## src/rtl/ct_ifu_ind_btb_pkg.sv

```systemverilog
// Shared widths, sizes and FSM encoding for the indirect-BTB access controller.
package ct_ifu_ind_btb_pkg;
  localparam int IDX_W  = 8;
  localparam int DATA_W = 23;
  localparam int DEPTH  = 256;
  localparam int WBUF_N = 2;
  localparam int CNT_W  = $clog2(WBUF_N + 1);

  localparam logic [IDX_W-1:0] SWEEP_LAST = IDX_W'(DEPTH - 1);
  localparam logic [CNT_W-1:0] WBUF_FULL  = CNT_W'(WBUF_N);

  typedef enum logic {
    INV  = 1'b0,
    IDLE = 1'b1
  } fsm_e;
endpackage

```

## src/rtl/ct_ifu_ind_btb_wbuf.sv

```systemverilog
// Small in-order write buffer for indirect-BTB updates, with an index-match
// port that reports the youngest buffered data for a given index.
module ct_ifu_ind_btb_wbuf
  import ct_ifu_ind_btb_pkg::*;
(
  input  logic              clk,
  input  logic              rst_n,
  input  logic              push,
  input  logic [IDX_W-1:0]  push_idx,
  input  logic [DATA_W-1:0] push_data,
  input  logic              pop,
  input  logic              flush,
  input  logic [IDX_W-1:0]  match_idx,
  output logic              match_hit,
  output logic [DATA_W-1:0] match_data,
  output logic [CNT_W-1:0]  count,
  output logic [IDX_W-1:0]  head_idx,
  output logic [DATA_W-1:0] head_data
);
  logic [IDX_W-1:0]  idx_q  [WBUF_N];
  logic [IDX_W-1:0]  idx_d  [WBUF_N];
  logic [DATA_W-1:0] data_q [WBUF_N];
  logic [DATA_W-1:0] data_d [WBUF_N];
  logic [CNT_W-1:0]  count_q, count_d, wr_pos;
  logic [WBUF_N-1:0] hit_vec;

  always_ff @(posedge clk or negedge rst_n) begin
    if (!rst_n) begin
      count_q <= '0;
      for (int i = 0; i < WBUF_N; i++) begin
        idx_q[i]  <= '0;
        data_q[i] <= '0;
      end
    end else begin
      count_q <= count_d;
      for (int i = 0; i < WBUF_N; i++) begin
        idx_q[i]  <= idx_d[i];
        data_q[i] <= data_d[i];
      end
    end
  end

  // Slot 0 is always the oldest entry; a pop shifts the rest down.
  always_comb begin
    idx_d   = idx_q;
    data_d  = data_q;
    count_d = count_q;
    wr_pos  = count_q - CNT_W'(pop);
    if (flush) begin
      count_d = '0;
    end else begin
      if (pop) begin
        for (int i = 0; i < WBUF_N - 1; i++) begin
          idx_d[i]  = idx_q[i+1];
          data_d[i] = data_q[i+1];
        end
      end
      if (push) begin
        for (int i = 0; i < WBUF_N; i++) begin
          if (wr_pos == CNT_W'(i)) begin
            idx_d[i]  = push_idx;
            data_d[i] = push_data;
          end
        end
      end
      count_d = count_q + CNT_W'(push) - CNT_W'(pop);
    end
  end

  // The head being written this cycle is already in the array next cycle.
  genvar gi;
  generate
    for (gi = 0; gi < WBUF_N; gi++) begin : g_match
      assign hit_vec[gi] = (CNT_W'(gi) < count_q) & ~((gi == 0) & pop) &
                           (idx_q[gi] == match_idx);
    end
  endgenerate

  always_comb begin
    match_hit  = 1'b0;
    match_data = '0;
    for (int i = 0; i < WBUF_N; i++) begin
      if (hit_vec[i]) begin
        match_hit  = 1'b1;
        match_data = data_q[i];
      end
    end
  end

  assign count     = count_q;
  assign head_idx  = idx_q[0];
  assign head_data = data_q[0];
endmodule

```

## src/rtl/ct_ifu_ind_btb_ctrl.sv

```systemverilog
// Single-port indirect-BTB access controller: invalidate sweep, read/update
// arbitration through a write buffer, read forwarding and array port drive.
module ct_ifu_ind_btb_ctrl
  import ct_ifu_ind_btb_pkg::*;
(
  input  logic              forever_cpuclk,
  input  logic              cpurst_b,
  input  logic              inv_req,
  output logic              inv_busy,
  input  logic              rd_req,
  input  logic [IDX_W-1:0]  rd_index,
  output logic              rd_gnt,
  output logic              rd_data_vld,
  output logic [DATA_W-1:0] rd_data,
  input  logic              upd_vld,
  input  logic [IDX_W-1:0]  upd_index,
  input  logic [DATA_W-1:0] upd_data,
  output logic              upd_ready,
  output logic              ind_btb_cen_b,
  output logic              ind_btb_wen_b,
  output logic [IDX_W-1:0]  ind_btb_index,
  output logic [DATA_W-1:0] ind_btb_data_in,
  output logic              ind_btb_clk_en,
  input  logic [DATA_W-1:0] ind_btb_dout
);
  fsm_e              state_q, state_d;
  logic [IDX_W-1:0]  cnt_q, cnt_d;
  logic              rd_data_vld_q, rd_data_vld_d;
  logic              fwd_hit_q, fwd_hit_d;
  logic [DATA_W-1:0] fwd_data_q, fwd_data_d;

  logic              wb_push, wb_pop, wb_flush, wb_hit;
  logic [CNT_W-1:0]  wb_count;
  logic [IDX_W-1:0]  wb_head_idx;
  logic [DATA_W-1:0] wb_head_data, wb_hit_data;

  logic              arb_cen_b, arb_wen_b, wr_go;
  logic [IDX_W-1:0]  arb_index;
  logic [DATA_W-1:0] arb_data;

  always_ff @(posedge forever_cpuclk or negedge cpurst_b) begin
    if (!cpurst_b) begin
      state_q       <= INV;
      cnt_q         <= '0;
      rd_data_vld_q <= 1'b0;
      fwd_hit_q     <= 1'b0;
      fwd_data_q    <= '0;
    end else begin
      state_q       <= state_d;
      cnt_q         <= cnt_d;
      rd_data_vld_q <= rd_data_vld_d;
      fwd_hit_q     <= fwd_hit_d;
      fwd_data_q    <= fwd_data_d;
    end
  end

  always_comb begin
    state_d = state_q;
    cnt_d   = '0;
    case (state_q)
      INV: begin
        cnt_d = cnt_q + 1'b1;
        if (cnt_q == SWEEP_LAST) state_d = IDLE;
      end
      IDLE: if (inv_req) state_d = INV;
      default: state_d = INV;
    endcase
  end

  // A full buffer takes the port ahead of reads so the drain always makes progress.
  always_comb begin
    rd_gnt    = 1'b0;
    wr_go     = 1'b0;
    arb_cen_b = 1'b1;
    arb_wen_b = 1'b1;
    arb_index = '0;
    arb_data  = '0;
    if (state_q == INV) begin
      arb_cen_b = 1'b0;
      arb_wen_b = 1'b0;
      arb_index = cnt_q;
    end else begin
      if (wb_count == WBUF_FULL)  wr_go  = 1'b1;
      else if (rd_req)            rd_gnt = 1'b1;
      else if (wb_count != '0)    wr_go  = 1'b1;
      if (wr_go) begin
        arb_cen_b = 1'b0;
        arb_wen_b = 1'b0;
        arb_index = wb_head_idx;
        arb_data  = wb_head_data;
      end else if (rd_gnt) begin
        arb_cen_b = 1'b0;
        arb_index = rd_index;
      end
    end
  end

  always_comb begin
    rd_data_vld_d = rd_gnt;
    fwd_hit_d     = rd_gnt & wb_hit;
    fwd_data_d    = rd_gnt ? wb_hit_data : fwd_data_q;
  end

  assign upd_ready = (wb_count != WBUF_FULL) & (state_q == IDLE);
  assign wb_push   = upd_vld & upd_ready;
  assign wb_pop    = wr_go;
  assign wb_flush  = (state_q == IDLE) & inv_req;

  ct_ifu_ind_btb_wbuf u_wbuf (
    .clk        (forever_cpuclk),
    .rst_n      (cpurst_b),
    .push       (wb_push),
    .push_idx   (upd_index),
    .push_data  (upd_data),
    .pop        (wb_pop),
    .flush      (wb_flush),
    .match_idx  (rd_index),
    .match_hit  (wb_hit),
    .match_data (wb_hit_data),
    .count      (wb_count),
    .head_idx   (wb_head_idx),
    .head_data  (wb_head_data)
  );

  // The array stays deselected while reset is held, even though the FSM already sits in INV.
  assign ind_btb_cen_b   = arb_cen_b | ~cpurst_b;
  assign ind_btb_wen_b   = arb_wen_b | ~cpurst_b;
  assign ind_btb_index   = arb_index;
  assign ind_btb_data_in = arb_data;
  assign ind_btb_clk_en  = ~ind_btb_cen_b;
  assign inv_busy        = (state_q == INV);
  assign rd_data_vld     = rd_data_vld_q;
  assign rd_data         = rd_data_vld_q ? (fwd_hit_q ? fwd_data_q : ind_btb_dout) : '0;
endmodule
```

## config.mk

```make
export PLATFORM = sky130hd
export DESIGN_NAME = ct_ifu_ind_btb_ctrl
export DESIGN_NICKNAME = d
export VERILOG_FILES = /design/src/rtl/ct_ifu_ind_btb_pkg.sv /design/src/rtl/ct_ifu_ind_btb_wbuf.sv /design/src/rtl/ct_ifu_ind_btb_ctrl.sv
export SDC_FILE = /design/constraint.sdc
export NUM_CORES = 1
export LEC_CHECK = 0
export CAP_MARGIN = 20
export CORE_AREA = 5 5 128 130
export CTS_BUF_LIST = sky130_fd_sc_hd__clkbuf_2 sky130_fd_sc_hd__clkbuf_4 sky130_fd_sc_hd__clkbuf_8
export DETAILED_ROUTE_END_ITERATION = 8
export DIE_AREA = 0 0 133 135
export SLEW_MARGIN = 5
export SYNTH_ARGS = -nofsm -noshare
export SYNTH_HDL_FRONTEND = slang
export SYNTH_HIERARCHICAL = 1
export SYNTH_SLANG_ARGS = --single-unit
```

## constraint.sdc

```tcl
create_clock -name forever_cpuclk -period 6.9 [get_ports forever_cpuclk]
set_clock_uncertainty 0.15 [all_clocks]
set_input_delay 0.69 -clock forever_cpuclk [delete_from_list [all_inputs] [get_ports forever_cpuclk]]
set_output_delay 0.69 -clock forever_cpuclk [all_outputs]
set_load 0.01 [all_outputs]
```

# Yosys cells after proc, flatten, opt, wreduce, memory -nomap -nowiden
# Index checks and enable logic that the tools add are counted.
[classes]
bitwise_logic = 14
eq_ne = 6
add_sub_neg = 4
magnitude_cmp = 2
n_mux = 38
n_reduce_logical = 3
[ops]
columns = ["cell", "n"]
rows = [
  ["$mux 23", 9],
  ["$mux 8", 7],
  ["$mux 46", 1],
  ["$mux 1", 18],
  ["$eq 8x8->1", 2],
  ["$mux 16", 1],
  ["$add 8x1->8 const B", 1],
  ["$eq 8x8->1 const B", 1],
  ["$and 1x1->1", 7],
  ["$not 1->1", 5],
  ["$lt 1x2->1 const A", 2],
  ["$sub 2x1->2", 2],
  ["$reduce_and 3->1", 1],
  ["$add 2x1->2", 1],
  ["$eq 2x1->1 const B", 1],
  ["$eq 2x2->1 const B", 1],
  ["$logic_not 2->1", 1],
  ["$mux 2", 1],
  ["$ne 2x2->1 const B", 1],
  ["$or 1x1->1", 2],
  ["$pmux 1 s2", 1],
  ["$reduce_bool 2->1", 1],
]
[totals]
in_bits = 67
register_bits = 98

# Depth between registers and ports, before layout
# Gate-level depths: netlist (run 1).
[logic_depth]
word_depth = 12
mapped_depth = 9
mapped_depth_nobuf = 8

# Hierarchy
# The synthesis (run 1) kept the hierarchy.
[by_module_without_submodules]
columns = ["module", "n_inst", "area_each_um2", "cells_per_inst"]
rows = [
  ["ct_ifu_ind_btb_wbuf", 1, 3687.3, 322],
  ["ct_ifu_ind_btb_ctrl", 1, 2194.6, 198],
]

# Least setup slack after synthesis (run 1)
# OpenSTA, ideal clock, no wires.
[synth_path]
kind = "input -> register"
from = "in rd_req"
to = "reg fwd_data_q[18]"
t_arrival_ns = 2.310
n_path_buf = 2
path_slack_ns = 4.312
setup_time_ns = 0.127
stages = 9
cell_sequence = "nor2b_1 o21a_1 buf_2 inv_1 o211ai_1 buf_2 nor4_1 mux2_2 mux2_1"
[synth_between]
elab_chain_len = 9
word_cells_on_any_way = 13
classes_between = "mux (10); bitwise (3)"
[synth_rtl]
columns = ["item", "line", "rtl"]
rows = [
  ["start, declared", "ct_ifu_ind_btb_ctrl.sv:10", "input logic rd_req,"],
  ["$mux 1", "ct_ifu_ind_btb_ctrl.sv:84", "else if (rd_req) rd_gnt = 1'b1;"],
  ["$mux 1", "ct_ifu_ind_btb_ctrl.sv:83", "if (wb_count == WBUF_FULL) wr_go = 1'b1;"],
  ["$mux 1 (2 in series)", "ct_ifu_ind_btb_ctrl.sv:78", "if (state_q == INV) begin"],
  ["net wb_pop", "ct_ifu_ind_btb_ctrl.sv:32", "logic wb_push, wb_pop, wb_flush, wb_hit;"],
  ["$not 1->1", "ct_ifu_ind_btb_wbuf.sv:74", "assign hit_vec[gi] = (CNT_W'(gi) < count_q) & ~((gi == 0) & pop) &"],
  ["$and 1x1->1 (2 in series)", "ct_ifu_ind_btb_wbuf.sv:74", ""],
  ["$mux 23 (2 in series)", "ct_ifu_ind_btb_wbuf.sv:83", "if (hit_vec[i]) begin"],
  ["net wb_hit_data[18]", "ct_ifu_ind_btb_ctrl.sv:35", "logic [DATA_W-1:0] wb_head_data, wb_hit_data;"],
  ["end signal, assigned", "ct_ifu_ind_btb_ctrl.sv:53", "fwd_data_q <= fwd_data_d;"],
  ["end, declared", "ct_ifu_ind_btb_ctrl.sv:30", "logic [DATA_W-1:0] fwd_data_q, fwd_data_d;"],
]
# The timed path passes the listed nets, and every way through them passes these cells. The select of a mux whose other input is x is not followed.
# A chain may end at the register's enable or synchronous reset.

# Final worst setup path (run 1)
[layout_path]
from = "in rd_req"
to = "reg u_wbuf.idx_q, in the netlist u_wbuf/head_idx[6]"
[layout_between]
elab_chain_len = 8
word_cells_on_any_way = 9
classes_between = "add/sub (1); mux (7); reduce/logical (1)"
[layout_rtl]
columns = ["item", "line", "rtl"]
rows = [
  ["$mux 1 *", "ct_ifu_ind_btb_ctrl.sv:84", ""],
  ["$mux 1 *", "ct_ifu_ind_btb_ctrl.sv:83", ""],
  ["$mux 1 * (2 in series)", "ct_ifu_ind_btb_ctrl.sv:78", ""],
  ["$sub 2x1->2", "ct_ifu_ind_btb_wbuf.sv:48", "wr_pos = count_q - CNT_W'(pop);"],
  ["$logic_not 2->1", "ct_ifu_ind_btb_wbuf.sv:60", "if (wr_pos == CNT_W'(i)) begin"],
  ["$mux 8", "ct_ifu_ind_btb_wbuf.sv:60", ""],
  ["$mux 16 *", "ct_ifu_ind_btb_wbuf.sv:58", "if (push) begin"],
  ["end signal, assigned by index", "ct_ifu_ind_btb_wbuf.sv:37", "idx_q[i] <= idx_d[i];"],
  ["end, declared", "ct_ifu_ind_btb_wbuf.sv:20", "logic [IDX_W-1:0] idx_q [WBUF_N];"],
]
# Mark *: on every way between the ends. The rest lies on a longest branch, timed or not. The select of a mux whose other input is x is not followed.

==> key figures, run 1 <==
Floorplan
  – Core area: about 0.015 mm^2
  – Num rows: 45
  – Die X-Extent: ~130 um
  – DIE HEIGHT: ~140 um
  – Initial Util: 39.1%
  – Die area: between 0.015 and 0.02 mm^2
  – I/O Pins: between 100 and 150

Drt
  – Post-route ant nets: 0
  – Final WL: roughly 15000 um
  – DRC errors left: 0
  – Wire length per cell: between 15 and 20 um
  – Vias/cell: 5.36
  – DR vias: between 4000 and 5000
  – DR iter-0 viols: between 200 and 250
  – DRT Pass-1 Iters: 4

Worst setup path
  – Arrival @ worst endpoint: 4.64 ns
  – Worst R2R End: u_wbuf/head_idx[6]
  – CP max FO: 32
  – CP endpoint kind: flop
  – Worst path cell trace: clkdlybuf4s50_1 > nor2b_1 > o21a_1 > buf_4 > ha_1 > xnor2_2 > nand3_2 > a21oi_4 > o22a_1
  – Worst R2R Setup Slack: between 2 and 3 ns
  – CP Launch Type: input port
  – Cells on worst reg2reg path: 8
  – Crit-path max cell delay: ~1.0 ns
  – Req. time, crit path: around 7.1 ns
  – Slowest CP cell: a21oi_4
  – R2r startpoint: u_wbuf/count[1]
  – CP Class: in2reg

STA
  – Pins Over Slew Limit: 0
  – Endpoints failing hold: 0
  – Final setup violation count: 0
  – Setup total negative slack: 0 ns
  – RSZ-0062 raised after global routing: no
  – Worst Tran Pin Value: 0.969 ns
  – Tmin final: roughly 4.5 ns
  – Max Fclk: 223 MHz
  – Setup WS post-layout: approximately 2.4 ns
  – Rel. slew slack: between 30% and 40%
  – Period utilisation layout: 65.0%

Logic synthesis
  – Cells after Synth: 520
  – Syn nets: between 500 and 600
  – Synth Warn #: 6
  – Mapped Area: 0.00588 mm^2
  – Post-synth EDFFs: 0
  – Seq/Total Area, Yosys: roughly two fifths
  – Ys flop type: dfrtp_1
  – Synth unique cells: 42
  – Post-Syn Area per Cell: 11.3 um^2
  – Asr flop ratio synth: 100%
  – Synth Register Bits: slightly below 100

Finish
  – Layout cell share with drive strength beyond 1: between 10% and 20%
  – Area Overhead vs Synth: 22.9%
  – Most common cell after layout, fill and taps aside: clkdlybuf4s50_1
  – Final net count: roughly 670
  – Final cell count without fillers: around 800
  – Final design utilization: about half
  – Most frequent cells in the layout: clkdlybuf4s50_1, dfrtp_1, o22a_1, mux2_2, nor2b_1
  – Ant diodes: 0

Flow run
  – Max-cap violations: 0

Power
  – Seq pwr share: between 50% and 60%
  – Total power: between 0.001 and 0.0015 W
  – Sw frac: ~22%
  – Part of the power in combinational logic: between 7 and 8%
  – Sw Pwr: roughly 0.00024 W
  – Cell Pwr Density: ~150 mW/mm^2
  – Cell Int Power: 0.000840 W
  – Clock share of power: between 30% and 40%
  – Static Leak: between 2 and 3 nW
  – Worst-case vdd ir drop: just over 80 uV

Clocking
  – Root Driver: clkbuf_8
  – Post-CTS Setup Inserts: 0
  – Clk slew on worst S/H paths: 0.09 ns
  – CTS tree: built
  – TritonCTS buffer count: 9
  – Post-CTS Hold Buffers: 0
  – Clk Latency, worst-skew pair: approximately 0.37 ns
  – H-tree levels: 3
  – # resized after CTS: 0
  – Clock Sinks: 98
  – Max clock buf depth: 2

Placed design
  – Final HPWL from detailed placement: approximately 10000 um
  – PortBufs: between 100 and 150
  – Gp weighted congestion: between 0.8 and 0.9
  – Dpl cells: approximately 770
  – Dpl ws: around 2.0 ns

GRT
  – Total GRT Usage: 17.3%
  – Vias in the first global route: between 4000 and 5000
  – Initial antenna violation count: 0
  – Grt ovf: 0
  – Largest net degree at the start of global routing: 54
  – First-pass GRT wire length: approximately 25000 um

Outcome
  – Outcome: finished clean

Worst hold path
  – Hold WC Path Type: in2async
[Yosys cell counts, types with 2 or more instances]
cell type	count	area (um^2)
inv_1	27	101
clkbuf_1	10	37.5
ha_1	4	50.1
dfrtp_1	98	2450
o21ai_0	3	15.0
nor2_1	11	41.3
a21oi_1	4	20.0
o22a_1	62	543
a31oi_1	2	12.5
buf_6	10	113
nor3_1	2	10.0
nor2b_1	33	206
buf_2	17	85.1
nand2_1	4	15.0
xor2_1	3	26.3
buf_4	31	233
xnor2_1	18	158
nand4_1	2	12.5
inv_2	2	7.51
mux2i_1	23	230
mux2_4	22	330
and2_1	24	150
nand3_1	7	35.0
nor4_1	23	144
a221o_1	6	60.1
mux2_2	56	631
[final cells by class]
class	instances	area (um^2)
inverters	29	109
well taps	188	235
repair buffers	134	1330
clock buffers	11	151
fillers	1367	7810
clock inverters	4	73.8
multi-input cells	324	2880
flip-flops and latches	98	2450
[routing by layer]
metal / share of wire, % / track usage (%) / routed length, um / up-vias
met3: 5.8 / 3.35 / 883 / 19
met5: 0 / 0 / 0 / -
met2: 47 / 27.8 / 7170 / 143
li1: - / - / - / 1975
met4: 1.7 / 5.72 / 257 / 0
met1: 46 / 23.5 / 6970 / 2087
[kinds of logic after synthesis]
family / Yosys count / share of synthesized area [%]
buffers and inverters: 98 / 9.89
DFF: 98 / 41.7
xor gates and xnor gates: 22 / 3.40
adders and majority gates: 4 / 0.851
muxes: 102 / 20.4
AOI/OAI and AO/OA: 83 / 12.1
and+or+nand+nor: 113 / 11.6
[power by group through the flow]
stage | clock network (W) | registers, W | logic (W)
6_report | 0.000423 | 0.000575 | 0.0000795
5_1_grt | 0.000460 | 0.000575 | 0.0000872
4_1_cts | 0.000440 | 0.000575 | 0.0000810
3_5_place_dp | 0 | 0.000586 | 0.0000804
3_3_place_gp | 0 | 0.000586 | 0.0000791
2_1_floorplan | 0 | 0.000586 | 0.0000161
[stage by stage]
stage          cell area (um^2)  hold WS (ns)
2_1_floorplan              5880         0.244
3_3_place_gp               6990         0.332
3_5_place_dp               7000         0.353
4_1_cts                    7230         0.179
5_1_grt                    7230         0.212
6_report                   7230         0.165
[worst max-delay path by stage]
stage	start	endpoint	slack, ns	cells after the start
4_1_cts	rd_req	u_wbuf/head_idx[6]	2.43	9
2_1_floorplan	rd_req	fwd_data_q[18]	4.31	9
3_3_place_gp	rd_req	u_wbuf/head_idx[6]	2.14	9
6_report	rd_req	u_wbuf/head_idx[6]	2.42	9
3_5_place_dp	rd_req	u_wbuf/head_idx[6]	2.03	9
5_1_grt	rd_req	u_wbuf/head_idx[6]	2.15	9
[critical path, delay by kind of cell]
| family | cells | cell delay (ns) |
|---|---|---|
| AOI/OAI and AO/OA | 3 | 1.81 |
| and+or+nand+nor | 2 | 0.93 |
| buffers and inverters | 2 | 0.81 |
| adders and majority gates | 1 | 0.22 |
| xor gates and xnor gates | 1 | 0.17 |
[state kept, by name (all words and copies together), names as in the netlist]
name,flops
rd_data_vld,1
u_wbuf/idx_q,8
u_wbuf/data_q,23
fwd_data_q,23
fwd_hit_q,1
u_wbuf/count,2
u_wbuf/head_idx,8
u_wbuf/head_data,23
state_q,1
cnt_q,8
Power figures use the tool's default switching activity.
==> run 2: changes to the inputs <==
--- a/config.mk
+++ b/config.mk
@@ -10,6 +10,7 @@
 export CTS_BUF_LIST = sky130_fd_sc_hd__clkbuf_2 sky130_fd_sc_hd__clkbuf_4 sky130_fd_sc_hd__clkbuf_8
 export DETAILED_ROUTE_END_ITERATION = 8
 export DIE_AREA = 0 0 133 135
+export PLACE_DENSITY = 0.67
 export SLEW_MARGIN = 5
 export SYNTH_ARGS = -nofsm -noshare
 export SYNTH_HDL_FRONTEND = slang
==> constraint.sdc (replaced) <==
create_clock -name forever_cpuclk -period 4.1 [get_ports forever_cpuclk]
set_clock_uncertainty 0.15 [all_clocks]
set_input_delay 0.41 -clock forever_cpuclk [delete_from_list [all_inputs] [get_ports forever_cpuclk]]
set_output_delay 0.41 -clock forever_cpuclk [all_outputs]
set_load 0.01 [all_outputs]
==> key figures, run 2 (same netlist as run 1, synthesis figures left out) <==
Power
  – Cell Int Power: about 0.0014 W
  – Static Leak: 3.00 nW
  – Cell Pwr Density: between 200 and 250 mW/mm^2
  – Worst-case vdd ir drop: 144 uV
  – Sw Pwr: approximately 0.00041 W
  – Clock share of power: 38.9%
  – Part of the power in combinational logic: roughly 7.6%
  – Sw frac: between 20 and 25%
  – Seq pwr share: approximately 54%

GRT
  – Largest net degree at the start of global routing: 55
  – Initial antenna violation count: 0
  – First-pass GRT wire length: 25300 um
  – Vias in the first global route: around 4600
  – Total GRT Usage: around 18%
  – Grt ovf: 0

STA
  – Rel. slew slack: around two fifths
  – Tmin final: approximately 3.2 ns
  – Setup total negative slack: 0 ns
  – Period utilisation layout: 77.9%
  – Worst Tran Pin Value: just under 0.9 ns
  – Final setup violation count: 0
  – Max Fclk: about 310 MHz
  – RSZ-0062 raised after global routing: no
  – Pins Over Slew Limit: 0
  – Endpoints failing hold: 0

Placed design
  – PortBufs: 127
  – Final HPWL from detailed placement: roughly 11000 um
  – Gp weighted congestion: slightly above 0.8

Clocking
  – H-tree levels: 3
  – CTS tree: built
  – TritonCTS buffer count: 9
  – Clock Sinks: approximately 100
  – Clk slew on worst S/H paths: ~0.1 ns
  – Max clock buf depth: 2
  – # resized after CTS: 0
  – Root Driver: clkbuf_8
  – Clk Latency, worst-skew pair: roughly 0.37 ns

Finish
  – Final design utilization: roughly 48%
  – Filler Cell Count: 1373
  – Ant diodes: 0
  – Final net count: around 670
  – Most common cell after layout, fill and taps aside: clkdlybuf4s50_1
  – Layout cell share with drive strength beyond 1: 19.5%
  – Most frequent cells in the layout: clkdlybuf4s50_1, dfrtp_1, o22a_1, mux2_2, nor2b_1
  – Area Overhead vs Synth: 23.6%

Worst setup path
  – R2r startpoint: u_wbuf/count[1]
  – Arrival @ worst endpoint: ~2.6 ns
  – Crit path launch: u_wbuf/count[1]
  – CP endpoint kind: output pin
  – CP max FO: 29
  – CP Launch Type: flop
  – Req. time, crit path: 3.54 ns
  – CP Class: reg2out

Drt
  – Max layer used: met4
  – DRT Pass-1 Iters: 4
  – DR iter-0 viols: 305
  – Final WL: approximately 16000 um
  – Vias/cell: approximately 5.4
  – Post-route ant nets: 0
  – DRC errors left: 0
  – Wire length on met3: between 800 and 900 um
  – DR vias: about 4300
  – Met2 wire length: approximately 7500 um
  – Wl on met1: 7170 um
  – Wire length per cell: roughly 20 um

Worst hold path
  – Hold WC Path Type: reg2reg
  – Hold Startpoint: fwd_data_q[18]

Outcome
  – Outcome: finished clean

Floorplan
  – Die X-Extent: 133 um
  – Die area: roughly 0.018 mm^2
  – I/O Pins: about 130
  – Core area: about 0.015 mm^2
  – Num rows: 45
  – DIE HEIGHT: around 140 um
  – Initial Util: 39.1%

Flow run
  – Max-cap violations: 0
## run 2: area by class of cell
cell class | count | area [um^2] | area share, %
flip-flops and latches | 98 | 2450 | 33.7
well taps | 188 | 235 | 3.24
repair buffers | 139 | 1380 | 19.0
inverters | 29 | 109 | 1.50
multi-input cells | 324 | 2870 | 39.5
clock inverters | 6 | 90.1 | 1.24
clock buffers | 10 | 131 | 1.81
## run 2: what timing repair did
item / CTS / global route
hold buffers: 1 / 0
setup buffers: 0 / 0
hold endpoints to repair: 51 / 0
## run 2: critical path, stage by stage (launching register included)
cell and delay (ns):
dfrtp_1 0.58, nor2b_2 0.31, o21a_1 0.23, buf_4 0.33
a221o_1 0.25, clkdlybuf4s50_1 0.56
## run 2: metal layers
layer / track usage [%] / vias up
met3: 3.76 / 22
met2: 28.5 / 145
met4: 6.24 / 0
met5: 0 / -
li1: - / 1984
met1: 23.5 / 2159
## run 2: final timing paths
kind / end / slack, ns / cells past startpoint
min in group asynchronous: fwd_data_q[3] / 0.48 / 2
hold reg to reg: fwd_data_q[18] / 0.37 / 1
hold / removal: fwd_data_q[18] / 0.37 / 1
max in group asynchronous: fwd_data_q[14] / 2.23 / 3
setup / recovery: ind_btb_index[5] / 0.91 / 5
setup reg to reg: u_wbuf/data_q[3] / 0.95 / 6
## run 2: through the flow
| stage | cell area (um^2) | total power [W] | setup slack [ns] | instances | hold slack [ns] |
|---|---|---|---|---|---|
| finish | 7270 | 0.00181 | 0.907 | 794 | 0.368 |
| detailed placement | 7010 | 0.00112 | 0.674 | 776 | 0.342 |
| global placement | 7010 | 0.00112 | 0.779 | 776 | 0.337 |
| floorplan | 5880 | 0.00101 | 1.63 | 520 | -0.0356 |
| global route | 7270 | 0.00187 | 0.750 | 794 | 0.388 |
| CTS | 7240 | 0.00182 | 0.921 | 793 | 0.363 |
## run 2: power groups by stage
stage | registers [W] | logic (W) | clock network, W
after global placement | 0.000986 | 0.000132 | 0
after floorplan | 0.000986 | 0.0000271 | 0
final | 0.000967 | 0.000137 | 0.000703
after global routing | 0.000968 | 0.000149 | 0.000758
after CTS | 0.000967 | 0.000137 | 0.000719
after detailed placement | 0.000986 | 0.000135 | 0
==> run 3: changes to the inputs <==
--- a/config.mk
+++ b/config.mk
@@ -10,7 +10,6 @@
 export CTS_BUF_LIST = sky130_fd_sc_hd__clkbuf_2 sky130_fd_sc_hd__clkbuf_4 sky130_fd_sc_hd__clkbuf_8
 export DETAILED_ROUTE_END_ITERATION = 8
 export DIE_AREA = 0 0 133 135
-export PLACE_DENSITY = 0.67
 export SLEW_MARGIN = 5
 export SYNTH_ARGS = -nofsm -noshare
 export SYNTH_HDL_FRONTEND = slang
==> constraint.sdc (replaced) <==
create_clock -name forever_cpuclk -period 3 [get_ports forever_cpuclk]
set_clock_uncertainty 0.15 [all_clocks]
set_input_delay 0.3 -clock forever_cpuclk [delete_from_list [all_inputs] [get_ports forever_cpuclk]]
set_output_delay 0.3 -clock forever_cpuclk [all_outputs]
set_load 0.01 [all_outputs]
==> key figures, run 3 (same netlist as run 1, synthesis figures left out) <==
Drt
  – Final WL: about 16000 um
  – Wire length per cell: between 15 and 20 um
  – DRT Pass-1 Iters: 4
  – Met2 wire length: roughly 7400 um
  – Vias/cell: 5.30
  – DRC errors left: 0
  – DR vias: 4264
  – Max layer used: met4
  – Wire length on met3: approximately 770 um
  – DR iter-0 viols: between 200 and 250
  – Post-route ant nets: 0
  – Wl on met1: 7390 um

Worst hold path
  – Hold WC Path Type: reg2reg
  – Hold Startpoint: fwd_data_q[18]

Finish
  – Register area: 0.00245 mm^2
  – Final net count: approximately 680
  – Most frequent cells in the layout: clkdlybuf4s50_1, dfrtp_1, o22a_1, mux2_2, nor2b_1
  – Area occupied by multi-input gates: 0.00288 mm^2
  – Ant diodes: 0
  – Area Overhead vs Synth: 25.7%
  – Most common cell after layout, fill and taps aside: clkdlybuf4s50_1
  – Layout cell share with drive strength beyond 1: around a fifth
  – Design area: between 0.007 and 0.008 mm^2
  – Final design utilization: 49.2%
  – Filler Cell Count: approximately 1400

Outcome
  – Outcome: finished clean

STA
  – Tmin final: between 2 and 3 ns
  – Pins Over Slew Limit: 0
  – Endpoints failing hold: 0
  – Setup total negative slack: 0 ns
  – Period utilisation layout: between 90% and 100%
  – Final setup violation count: 0
  – RSZ-0062 raised after global routing: no
  – Worst Tran Pin Value: 0.755 ns
  – Setup WS post-layout: roughly 0.19 ns
  – Rel. slew slack: between 40% and 50%
  – Fin Hold WS: ~0.36 ns
  – Max Fclk: 356 MHz

Clocking
  – Clk slew on worst S/H paths: ~0.090 ns
  – Post-CTS Hold Buffers: 1
  – Post-CTS Setup Inserts: 0
  – Root Driver: clkbuf_8
  – Clk Latency, worst-skew pair: 0.37 ns
  – # resized after CTS: 0
  – H-tree levels: 3
  – Clock Sinks: 98
  – CTS tree: built
  – TritonCTS buffer count: 9
  – Max clock buf depth: 2

Worst setup path
  – CP top delay family: buffers and inverters
  – CP max FO: 14
  – Slowest CP cell: clkdlybuf4s50_1
  – Worst path cell trace: nor2b_1 > o21a_1 > buf_4 > a221o_1 > clkdlybuf4s50_1
  – CP Launch Type: flop
  – CP Class: reg2out
  – Req. time, crit path: ~2.6 ns
  – Worst path bufs/invs: 2
  – Arrival @ worst endpoint: ~2.4 ns
  – CP endpoint kind: output pin
  – Crit path launch: u_wbuf/count[0]
  – R2r startpoint: u_wbuf/count[0]
  – Crit-path max cell delay: between 0.5 and 0.6 ns

GRT
  – First-pass GRT wire length: ~25000 um
  – Initial antenna violation count: 0
  – Total GRT Usage: around 18%
  – Grt ovf: 0
  – Largest net degree at the start of global routing: 51
  – Vias in the first global route: ~4500

Floorplan
  – Initial Util: between 30% and 40%
  – Die X-Extent: around 130 um
  – Num rows: between 40 and 50
  – Core area: between 0.015 and 0.02 mm^2
  – Die area: approximately 0.018 mm^2
  – I/O Pins: 128
  – DIE HEIGHT: between 100 and 150 um

Placed design
  – Post-Place Cell Area: around 0.007 mm^2
  – Dpl ws: 0.186 ns
  – Final HPWL from detailed placement: 10900 um
  – PortBufs: approximately 130
  – Gp weighted congestion: just over 0.8

Flow run
  – Max-cap violations: 0

Power
  – Static Leak: roughly 3 nW
  – Worst-case vdd ir drop: 188 uV
  – Cell Pwr Density: approximately 330 mW/mm^2
-- run 3: path summary, 6_finish.rpt --
| check | endpoint | slack [ns] | cells past startpoint |
|---|---|---|---|
| worst max-delay path | ind_btb_index[4] | 0.19 | 5 |
| worst min-delay path | fwd_data_q[18] | 0.36 | 1 |
| worst max register to register | u_wbuf/head_data[18] | 0.52 | 8 |
| worst min register to register | fwd_data_q[18] | 0.36 | 1 |
| max in group asynchronous | u_wbuf/count[1] | 1.04 | 4 |
| min in group asynchronous | u_wbuf/head_data[12] | 0.57 | 3 |
-- run 3: layout make-up --
cell class                 instances  share of cell area [%]
clock buffer                      15                    2.62
inverter                          29                    1.47
multi-input combinational        324                    38.9
sequential                        98                    33.2
timing repair buffer             150                    20.2
tap                              188                    3.18
clock inverter                     1                   0.406
-- run 3: per-layer routing --
layer	global-route usage [%]	vias up
met3	3.20	17
met1	23.6	2122
met4	4.85	0
met5	0	-
li1	-	1998
met2	29.1	127
-- run 3: per-stage QoR --
stage	std cells	total power, W
after floorplan	520	0.00138
after global placement	788	0.00153
after detailed placement	788	0.00154
after CTS	805	0.00249
after global routing	805	0.00256
final	805	0.00246
-- run 3: power by group --
part | internal, W | switching, W | total [W]
sequential | 0.00132 | 0.00000130 | 0.00132
combinational | 0.000103 | 0.0000852 | 0.000188
clock | 0.000497 | 0.000453 | 0.000949
total | 0.00192 | 0.000539 | 0.00246
